===== config.mk =====
export PLATFORM = sky130hd
export DESIGN_NAME = cla_pipe_addsub
export DESIGN_NICKNAME = d
export VERILOG_FILES = /design/src/rtl/cla_pkg.sv /design/src/rtl/cla_seg.sv /design/src/rtl/cla_pipe_addsub.sv
export SDC_FILE = /design/constraint.sdc
export NUM_CORES = 1
export LEC_CHECK = 0
export ABC_AREA = 1
export BUFFER_PORTS_ARGS = -buffer_cell sky130_fd_sc_hd__buf_2
export CAP_MARGIN = 20
export CORE_MARGIN = 2
export CORE_UTILIZATION = 30
export CTS_BUF_LIST = sky130_fd_sc_hd__clkbuf_8 sky130_fd_sc_hd__clkbuf_16
export DETAILED_ROUTE_END_ITERATION = 8
export PLACE_DENSITY = 0.61
export SETUP_SLACK_MARGIN = 0.4
export SLEW_MARGIN = 20
export SYNTH_ARGS = -nofsm -noshare
export SYNTH_HDL_FRONTEND = slang
export SYNTH_SLANG_ARGS = --single-unit

===== constraint.sdc =====
create_clock -name clock -period 5.6 [get_ports clock]
set_clock_uncertainty 0.1 [all_clocks]
set_input_delay 0.56 -clock clock [delete_from_list [all_inputs] [get_ports clock]]
set_output_delay 0.56 -clock clock [all_outputs]
set_load 0.05 [all_outputs]

===== src/rtl/cla_pkg.sv =====
// Shared carry-lookahead helpers and the ALU status-flag layout used by the adder and the ALU.
package cla_pkg;

  localparam int CLA_MAX_GRP_W = 32;
  localparam int CLA_MAX_NGRP  = 32;

  typedef struct packed {
    logic cout;
    logic ovf;
    logic zero;
    logic neg;
  } alu_flags_t;

  function automatic int seg_w(input int width, input int stages);
    return width / stages;
  endfunction

  function automatic int ngrp(input int seg, input int group);
    return seg / group;
  endfunction

  // Group propagate/generate over the low n bits, returned as {P, G}.
  function automatic logic [1:0] grp_pg(input logic [CLA_MAX_GRP_W-1:0] a,
                                        input logic [CLA_MAX_GRP_W-1:0] b,
                                        input int n);
    logic p;
    logic g;
    p = 1'b1;
    g = 1'b0;
    for (int i = 0; i < CLA_MAX_GRP_W; i++) begin
      if (i < n) begin
        g = (a[i] & b[i]) | ((a[i] ^ b[i]) & g);
        p = p & (a[i] ^ b[i]);
      end
    end
    return {p, g};
  endfunction

  // Carry into group j, expanded as a flat sum of products over the lower groups.
  function automatic logic grp_carry(input logic [CLA_MAX_NGRP-1:0] p,
                                     input logic [CLA_MAX_NGRP-1:0] g,
                                     input logic cin,
                                     input int j);
    logic acc;
    logic prop;
    acc  = 1'b0;
    prop = 1'b1;
    for (int k = CLA_MAX_NGRP-1; k >= 0; k--) begin
      if (k < j) begin
        acc  = acc | (prop & g[k]);
        prop = prop & p[k];
      end
    end
    return acc | (prop & cin);
  endfunction

endpackage


===== src/rtl/cla_seg.sv =====
// Combinational segment adder: per-group P/G, group-level lookahead carries, bit sums per group.
module cla_seg
  import cla_pkg::*;
#(
  parameter int SEG   = 16,
  parameter int GROUP = 8
) (
  input  logic [SEG-1:0] a,
  input  logic [SEG-1:0] b,
  input  logic           cin,
  output logic [SEG-1:0] sum,
  output logic           cout
);

  localparam int NGRP = ngrp(SEG, GROUP);

  logic [CLA_MAX_NGRP-1:0] w_p;
  logic [CLA_MAX_NGRP-1:0] w_g;

  always_comb begin : group_pg
    logic [CLA_MAX_GRP_W-1:0] ga;
    logic [CLA_MAX_GRP_W-1:0] gb;
    logic [1:0]               pg;
    w_p = '0;
    w_g = '0;
    ga  = '0;
    gb  = '0;
    pg  = '0;
    for (int gi = 0; gi < NGRP; gi++) begin
      ga = '0;
      gb = '0;
      ga[GROUP-1:0] = a[gi*GROUP +: GROUP];
      gb[GROUP-1:0] = b[gi*GROUP +: GROUP];
      pg = grp_pg(ga, gb, GROUP);
      w_p[gi] = pg[1];
      w_g[gi] = pg[0];
    end
  end

  // Within a group the bits ripple from the lookahead carry of that group.
  always_comb begin : bit_sum
    logic c;
    sum = '0;
    c   = 1'b0;
    for (int gi = 0; gi < NGRP; gi++) begin
      c = grp_carry(w_p, w_g, cin, gi);
      for (int bi = 0; bi < GROUP; bi++) begin
        sum[gi*GROUP+bi] = a[gi*GROUP+bi] ^ b[gi*GROUP+bi] ^ c;
        c = (a[gi*GROUP+bi] & b[gi*GROUP+bi]) | ((a[gi*GROUP+bi] ^ b[gi*GROUP+bi]) & c);
      end
    end
    cout = grp_carry(w_p, w_g, cin, NGRP);
  end

endmodule


===== src/rtl/cla_pipe_addsub.sv =====
// Pipelined carry-lookahead adder/subtractor: one segment per stage, valid/ready handshake, ALU flags.
module cla_pipe_addsub
  import cla_pkg::*;
#(
  parameter int WIDTH  = 32,
  parameter int GROUP  = 8,
  parameter int STAGES = 2
) (
  input  logic             clock,
  input  logic             reset_n,
  input  logic             in_valid,
  output logic             in_ready,
  input  logic [WIDTH-1:0] a,
  input  logic [WIDTH-1:0] b,
  input  logic             sub,
  input  logic             cin,
  output logic             out_valid,
  input  logic             out_ready,
  output logic [WIDTH-1:0] sum,
  output logic             cout,
  output logic             ovf,
  output logic             zero,
  output logic             neg
);

  localparam int SEG  = seg_w(WIDTH, STAGES);
  localparam int LAST = STAGES - 1;

  logic [STAGES-1:0] r_vld;
  logic [STAGES-1:0] r_c;
  logic [WIDTH-1:0]  r_a [STAGES];
  logic [WIDTH-1:0]  r_b [STAGES];
  logic [WIDTH-1:0]  r_s [STAGES];

  logic [STAGES-1:0] w_adv;
  logic [STAGES-1:0] w_vin;
  logic [STAGES-1:0] w_cin;
  logic [STAGES-1:0] w_cout;
  logic [WIDTH-1:0]  w_ain  [STAGES];
  logic [WIDTH-1:0]  w_bin  [STAGES];
  logic [WIDTH-1:0]  w_sout [STAGES];

  generate
    for (genvar k = 0; k < STAGES; k++) begin : g_stage
      localparam logic [WIDTH-1:0] SEG_MASK = WIDTH'({SEG{1'b1}}) << (k*SEG);
      logic [WIDTH-1:0] w_sin;
      logic [SEG-1:0]   w_seg;

      // Subtract is folded in here: b inverted and carry-in forced, so later stages never see sub.
      if (k == 0) begin : g_head
        assign w_ain[k] = a;
        assign w_bin[k] = sub ? ~b : b;
        assign w_cin[k] = sub | cin;
        assign w_sin    = '0;
        assign w_vin[k] = in_valid;
      end else begin : g_body
        assign w_ain[k] = r_a[k-1];
        assign w_bin[k] = r_b[k-1];
        assign w_cin[k] = r_c[k-1];
        assign w_sin    = r_s[k-1];
        assign w_vin[k] = r_vld[k-1];
      end

      cla_seg #(.SEG(SEG), .GROUP(GROUP)) u_seg (
        .a    (w_ain[k][k*SEG +: SEG]),
        .b    (w_bin[k][k*SEG +: SEG]),
        .cin  (w_cin[k]),
        .sum  (w_seg),
        .cout (w_cout[k])
      );

      assign w_sout[k] = (w_sin & ~SEG_MASK) | (WIDTH'(w_seg) << (k*SEG));
    end
  endgenerate

  // A stage may load when empty or when its successor moves on the same edge.
  always_comb begin
    w_adv       = '0;
    w_adv[LAST] = !r_vld[LAST] || out_ready;
    for (int k = LAST-1; k >= 0; k--) begin
      w_adv[k] = !r_vld[k] || w_adv[k+1];
    end
  end

  assign in_ready = w_adv[0];

  always_ff @(posedge clock or negedge reset_n) begin
    if (!reset_n) begin
      r_vld <= '0;
      r_c   <= '0;
      for (int k = 0; k < STAGES; k++) begin
        r_a[k] <= '0;
        r_b[k] <= '0;
        r_s[k] <= '0;
      end
    end else begin
      for (int k = 0; k < STAGES; k++) begin
        if (w_adv[k]) begin
          r_vld[k] <= w_vin[k];
          if (w_vin[k]) begin
            r_a[k] <= w_ain[k];
            r_b[k] <= w_bin[k];
            r_s[k] <= w_sout[k];
            r_c[k] <= w_cout[k];
          end
        end
      end
    end
  end

  alu_flags_t w_flags;

  // zero is qualified by valid so the cleared sum after reset does not read as a zero result.
  always_comb begin
    w_flags.cout = r_c[LAST];
    w_flags.neg  = r_s[LAST][WIDTH-1];
    w_flags.zero = r_vld[LAST] && (r_s[LAST] == '0);
    w_flags.ovf  = (r_a[LAST][WIDTH-1] == r_b[LAST][WIDTH-1]) &&
                   (r_s[LAST][WIDTH-1] != r_a[LAST][WIDTH-1]);
  end

  assign out_valid = r_vld[LAST];
  assign sum       = r_s[LAST];
  assign cout      = w_flags.cout;
  assign ovf       = w_flags.ovf;
  assign zero      = w_flags.zero;
  assign neg       = w_flags.neg;

endmodule


* After elaboration in Yosys (flattened, before gate mapping)
Cells that the tools add are included.
** Storage, ports and cells
- Word-level logic and storage cells :: 275
- Flip-flop bits (word level) :: 180
- Output and inout bits :: 38
** Operators by class
- Eq/ne operators :: 2
- Reductions and logical operators :: 9
- Mux-type cells :: 1
- Bitwise operators :: 253
** Operators by type and width (number)
- bitwise AND 1 bit :: 124
- XOR 1 bit :: 64
- bitwise OR 1 bit :: 63
- logical NOT 32 bit :: 1
- 2-to-1 mux 32 bit :: 1
- inverter 32 bit :: 1
- bitwise OR 16 x 32 -> 32 bit :: 1
- AND reduction 2 bit :: 2
- logical AND 1 bit :: 2
- logical NOT 1 bit :: 2
- logical OR 1 bit :: 2
- == test 1 bit :: 1
- inequality test 1 bit :: 1

* Logic depth before layout (Yosys ltp)
- Word-level depth :: 33
- Mapped depth :: 25
- Mapped depth without buffers :: 23

* Hierarchy
A second synthesis with hierarchy kept.
** Second synthesis, totals
- Cell total of the unflattened synthesis :: 593
- Area, all modules :: 5182.5 um^2
** By module, submodules not included
- cla_pipe_addsub :: sequential area each 2152.1 um^2, cells an instance 421, area each 3748.6 um^2, times used 1
- cla_seg (g_stage[0].u_seg) :: sequential area each 0.0 um^2, cells an instance 88, area each 721.9 um^2, times used 1
- cla_seg (g_stage[1].u_seg) :: sequential area each 0.0 um^2, cells an instance 84, area each 711.9 um^2, times used 1

* Least setup slack after synthesis
No wires, ideal clock.
- Path type :: input -> register
- From :: in sub
- To :: reg r_s, in the netlist g_stage[1].w_sin[15]
- Library setup time :: 0.083 ns
- Stages on the path :: 25
- Arrival :: 5.059 ns
- Buffers on the path :: 2
- Slack :: 0.359 ns
- Cell sequence :: buf_2 buf_2 xnor2_1 inv_1 ha_1 nand2_1 nor2_1 nand3_1 o21bai_1 inv_1 nand2_1 nand2_1 nand2_1 nand2_1 nand2_1 inv_1 fa_1 fa_1 fa_1 fa_1 fa_1 fa_1 fa_1 xor2_1 o21ai_0
** Between the ends
- Cells in the longest elaborated chain, start to end :: 32
- Elaborated cells between the ends (all ways) :: 71
- Classes of those cells :: mux (1); bitwise (70)
** Ends and longest elaborated chain
- start: declaration :: line cla_pipe_addsub.sv:15 : input logic sub,
- 2-to-1 mux 32 bit :: line cla_pipe_addsub.sv:52 : assign w_bin[k] = sub ? ~b : b;
- XOR 1 bit or bitwise AND 1 bit (tied branches) :: line cla_pkg.sv:32, cla_pkg.sv:33
- bitwise AND 1 bit :: line cla_pkg.sv:32 : g = (a[i] & b[i]) | ((a[i] ^ b[i]) & g);
- bitwise OR 1 bit :: line cla_pkg.sv:32
- bitwise AND 1 bit :: line cla_pkg.sv:32
- bitwise OR 1 bit :: line cla_pkg.sv:32
- bitwise AND 1 bit :: line cla_pkg.sv:32
- bitwise OR 1 bit :: line cla_pkg.sv:32
- [16 not listed]
- bitwise OR 1 bit :: line cla_seg.sv:49 : c = (a[gi*GROUP+bi] & b[gi*GROUP+bi]) | ((a[gi*GROUP+bi] ^ b[gi*GROUP+bi]) & c);
- bitwise AND 1 bit :: line cla_seg.sv:49
- bitwise OR 1 bit :: line cla_seg.sv:49
- bitwise AND 1 bit :: line cla_seg.sv:49
- bitwise OR 1 bit :: line cla_seg.sv:49
- bitwise AND 1 bit :: line cla_seg.sv:49
- bitwise OR 1 bit :: line cla_seg.sv:49
- XOR 1 bit (*) :: line cla_seg.sv:48 : sum[gi*GROUP+bi] = a[gi*GROUP+bi] ^ b[gi*GROUP+bi] ^ c;
- end signal: indexed assignment :: line cla_pipe_addsub.sv:103 : r_s[k] <= w_sout[k];
- end: declaration :: line cla_pipe_addsub.sv:33 : logic [WIDTH-1:0] r_s [STAGES];
Every way passes the cells marked *; elsewhere a longest branch is shown, timed or not.
A chain may end at the register's enable or synchronous reset.

* Worst setup path after layout
- From :: reg r_b[49] (netlist bit)
- To :: reg r_s, in the netlist sum[31]
** Between the ends
- Cells in the longest elaborated chain, start to end :: 32
- Elaborated cells between the ends (all ways) :: 41
- Classes of those cells :: bitwise (41)
** Ends and longest elaborated chain
- start: declaration :: line cla_pipe_addsub.sv:32 : logic [WIDTH-1:0] r_b [STAGES];
- start signal: indexed assignment :: line cla_pipe_addsub.sv:102 : r_b[k] <= w_bin[k];
- XOR 1 bit :: line cla_pkg.sv:32, cla_pkg.sv:33
- bitwise AND 1 bit :: line cla_pkg.sv:32
- bitwise OR 1 bit :: line cla_pkg.sv:32
- bitwise AND 1 bit :: line cla_pkg.sv:32
- bitwise OR 1 bit :: line cla_pkg.sv:32
- bitwise AND 1 bit :: line cla_pkg.sv:32
- bitwise OR 1 bit :: line cla_pkg.sv:32
- bitwise AND 1 bit :: line cla_pkg.sv:32
- [16 not listed]
- bitwise AND 1 bit (*) :: line cla_seg.sv:49
- bitwise OR 1 bit (*) :: line cla_seg.sv:49
- bitwise AND 1 bit (*) :: line cla_seg.sv:49
- bitwise OR 1 bit (*) :: line cla_seg.sv:49
- bitwise AND 1 bit (*) :: line cla_seg.sv:49
- bitwise OR 1 bit (*) :: line cla_seg.sv:49
- XOR 1 bit (*) :: line cla_seg.sv:48
- bitwise OR 16 x 32 -> 32 bit (*) :: line cla_pipe_addsub.sv:72 : assign w_sout[k] = (w_sin & ~SEG_MASK) | (WIDTH'(w_seg) << (k*SEG));
Marks and branches as above.

==> run_results.csv <==
group,metric,value,unit
global_routing,grt_overflow_total,0,
logic_synthesis,syn_nets,690,
power_and_ir_drop,pwr-share-clk,22.4,%
cells_and_area,drive_gt1_share,21.8,%
min_path,hold_path.class,"input port to asynchronous set/reset pin",
critical_path,crit_path_start,"r_b[49]$_DFFE_PN0P_",
critical_path,cp-end-kind,"flip-flop",
route,drt_iter0_drc,205,
logic_synthesis,ys_seq_area_share,43.0,%
logic_synthesis,synth_adder_area_share,19.2,%
power_and_ir_drop,power.density,432,nW/um^2
power_and_ir_drop,p_seq_share,36.1,%
power_and_ir_drop,combPwrFrac,41.5,%
place,io_buffers,107,
cells_and_area,final_cell_mix,"nand2_1, buf_2, dfrtp_1",
timing,setup_viol,0,
logic_synthesis,syn_avg_cell_area,8.93,sq um
route,post_drt_wl_per_cell,12.8,microns
timing,slew_headroom,33.7,%
logic_synthesis,synth_top_family_by_area,"simple AND/OR/NAND/NOR gates",
timing,tightest_slew,0.994,ns
route,ant_nets,0,
critical_path,r2r_slack,0.68,ns
cells_and_area,num_antenna_cells,0,
timing,rsz0062_at_grt,"false",
logic_synthesis,synth.mux.area_fraction,0,%
place,gp_congestion,0.801,
critical_path,start_kind,"flip-flop",
logic_synthesis,ys_top_cells_by_area,"dfrtp_1, nand2_1, fa_1",
timing,final_hold_viol_count,0,
power_and_ir_drop,peakVddDrop,0.256,mV
timing,worst_hold_slack,0.0783,ns
flow_run,maxCapViolCount,0,
power_and_ir_drop,p_leak,3.22,nW
timing,period_needed,4.92,ns
clock_tree,clk_latency,0.34,ns
logic_synthesis,synth-simple-area-share,19.5,%
critical_path,worstSetupPathType,"flip-flop to flip-flop",
global_routing,grt_util_all_layers,13.5,%
cells_and_area,nets,794,
timing,maxSlewViolCount,0,
logic_synthesis,yosysTopAreaCell,"dfrtp_1",
critical_path,crit_top_cell,"nand2_1",
timing,fmax,0.203,GHz
clock_tree,clockRootBuffer,"clkbuf_16",
global_routing,first_global_vias,3734,
power_and_ir_drop,intPower,1.48,mW
clock_tree,cts_hold_buf,0,
cells_and_area,syn2layout_area_growth,22.8,%
clock_tree,cts_max_level,3,
clock_tree,path_clk_slew,0.06,ns
logic_synthesis,synthCells,560,
logic_synthesis,yosys_register_bits,86,
global_routing,grt_pass1_wl,18800,microns
logic_synthesis,syn_area,5000,sq um
global_routing,grt_max_degree,52,
critical_path,worstPathCellList,"ha_1, nand3_1, nand3_1, nand2_1, nand2_1, nand2_1, nand2_1, nand2_1, nand2_1, nand2_1, nand2_1, nand2_1, nand2_2, fa_1, fa_1, fa_2, fa_2, fa_2, fa_1, fa_1, xnor2_1, o21ai_0",
floorplanning,start_util,30.4,%
floorplanning,die_w,133,microns
power_and_ir_drop,p_sw,1.18,mW
power_and_ir_drop,switching_share,44.3,%
place,hpwl,8530,microns
critical_path,crit_path_top_delay_cell,"fa_1",
logic_synthesis,synth_top_area_share,43.0,%
timing,finalSetupTns,0,ns
clock_tree,cts_tree,"done",
timing,layout_worst_path_cycle_share,87.9,%
route,via_per_inst,4.20,
floorplanning,die_h,133,microns
critical_path,critical_path_required,5.71,ns
critical_path,critPathMaxFanout,3,
global_routing,antenna_found_initial,0,
logic_synthesis,yosys_warnings,0,
clock_tree,clock-sinks,86,
route,vias,3735,
route,drc,0,
cells_and_area,layout_commonest_cell,"nand2_1",
floorplanning,core,16500,sq um
run_status,outcome,"completed",
clock_tree,clockBufferDepth,2,
logic_synthesis,yosys.cell_types.count,25,
critical_path,r2r_cells,22,
critical_path,r2r-start,"r_b[49]$_DFFE_PN0P_",
critical_path,critPathArrivalTime,5.03,ns
logic_synthesis,synth_xor_area_share,6.30,%
route,finalWirelength,11400,microns
logic_synthesis,synth_compound_area_share,5.80,%
clock_tree,cts_buffers,9,
critical_path,slowest_delay,0.47,ns
floorplanning,rows,47,
floorplanning,io_pins,108,
route,drtPass1Iterations,4,
floorplanning,dieArea,17700,sq um
## per-stage QoR
stage               setup slack, ns  total power, mW  cell area (sq um)  utilization [%]  cells
global placement              0.294             2.05               5750             34.9    869
detailed placement            0.202             2.07               5750             34.9    869
global route                  0.417             2.85               6140             37.3    889
CTS                           0.428             2.67               6040             36.7    885
finish                        0.678             2.65               6140             37.3    889
floorplan                     0.409             1.76               5020                -    560
## synth_stat cells
| cell | number |
|---|---|
| buf_4 | 2 |
| buf_1 | 1 |
| nor3_1 | 2 |
| nor2_1 | 12 |
| ha_1 | 32 |
| nor4_1 | 5 |
| xnor2_1 | 32 |
| or4_1 | 2 |
| inv_1 | 53 |
| o21ai_0 | 42 |
| inv_2 | 1 |
| a21oi_1 | 11 |
| nand2_2 | 3 |
| buf_2 | 13 |
| dfrtp_1 | 86 |
| nand4_1 | 3 |
| nand2_1 | 212 |
| nand3_1 | 5 |
| or2_2 | 1 |
| a21oi_2 | 2 |
| fa_1 | 28 |
| nand3b_1 | 1 |
| o21bai_1 | 1 |
| clkbuf_1 | 6 |
| xor2_1 | 4 |
## final timing paths
check                                             to
worst max-delay path             sum[31]$_DFFE_PN0P_
worst min-delay path            r_vld[1]$_DFFE_PN0P_
worst max register to register   sum[31]$_DFFE_PN0P_
worst min register to register    sum[6]$_DFFE_PN0P_
max in group asynchronous        r_a[48]$_DFFE_PN0P_
min in group clock               r_a[51]$_DFFE_PN0P_
## routing by layer
layer | up-vias | GRT usage [%] | part of all wire, %
met5 | - | 0 | 0
met2 | 73 | 21.5 | 46
met1 | 1700 | 18.9 | 50
met3 | 11 | 2.13 | 3.3
li1 | 1951 | - | -
met4 | 0 | 4.26 | 1.4
## cells by family (layout without fill, tap and decap cells)
kind of cell             count (synthesis)  after routing
XOR/XNOR                                36             36
buffers and inverters                   76            185
AND/OR/NAND/NOR                        246            246
AO/OA/AOI/OAI                           56             56
adder cells (fa/ha/maj)                 60             60
flip-flops                              86             86
## final cells by class
cell class              instances  area (sq um)
fillers                      1754         10300
repair buffers                115           604
well taps                     220           275
inverters                      54           203
clock inverters                 7          66.3
flip-flops and latches         86          2150
multi-input cells             398          2620
clock buffers                   9           225
## worst max-delay path: cells and delay by family (launching register included)
kind | cells | cell delay, ns
flops | 1 | 0.40
fa+ha+maj | 8 | 3.37
simple gates | 12 | 0.71
compound gates | 1 | 0.08
xor+xnor | 1 | 0.14
## sequential cells by signal, indices dropped and copies added (netlist names)
| signal | count |
|---|---|
| r_b | 17 |
| r_vld | 2 |
| sum | 32 |
| r_c | 2 |
| r_a | 17 |
| g_stage.w_sin | 16 |
## power by group through the flow
stage | clock network, mW | logic (mW) | registers [mW]
CTS | 0.611 | 1.10 | 0.960
floorplan | 0 | 0.462 | 1.30
global route | 0.643 | 1.23 | 0.985
detailed placement | 0 | 1.10 | 0.970
finish | 0.594 | 1.10 | 0.958
global placement | 0 | 1.09 | 0.965
## repair_timing
item | CTS | global route
resized for setup | 0 | 12
setup buffers | 0 | 4
endpoints found under the setup margin | 0 | 4
Note: power is estimated with default switching activity, not from simulation.
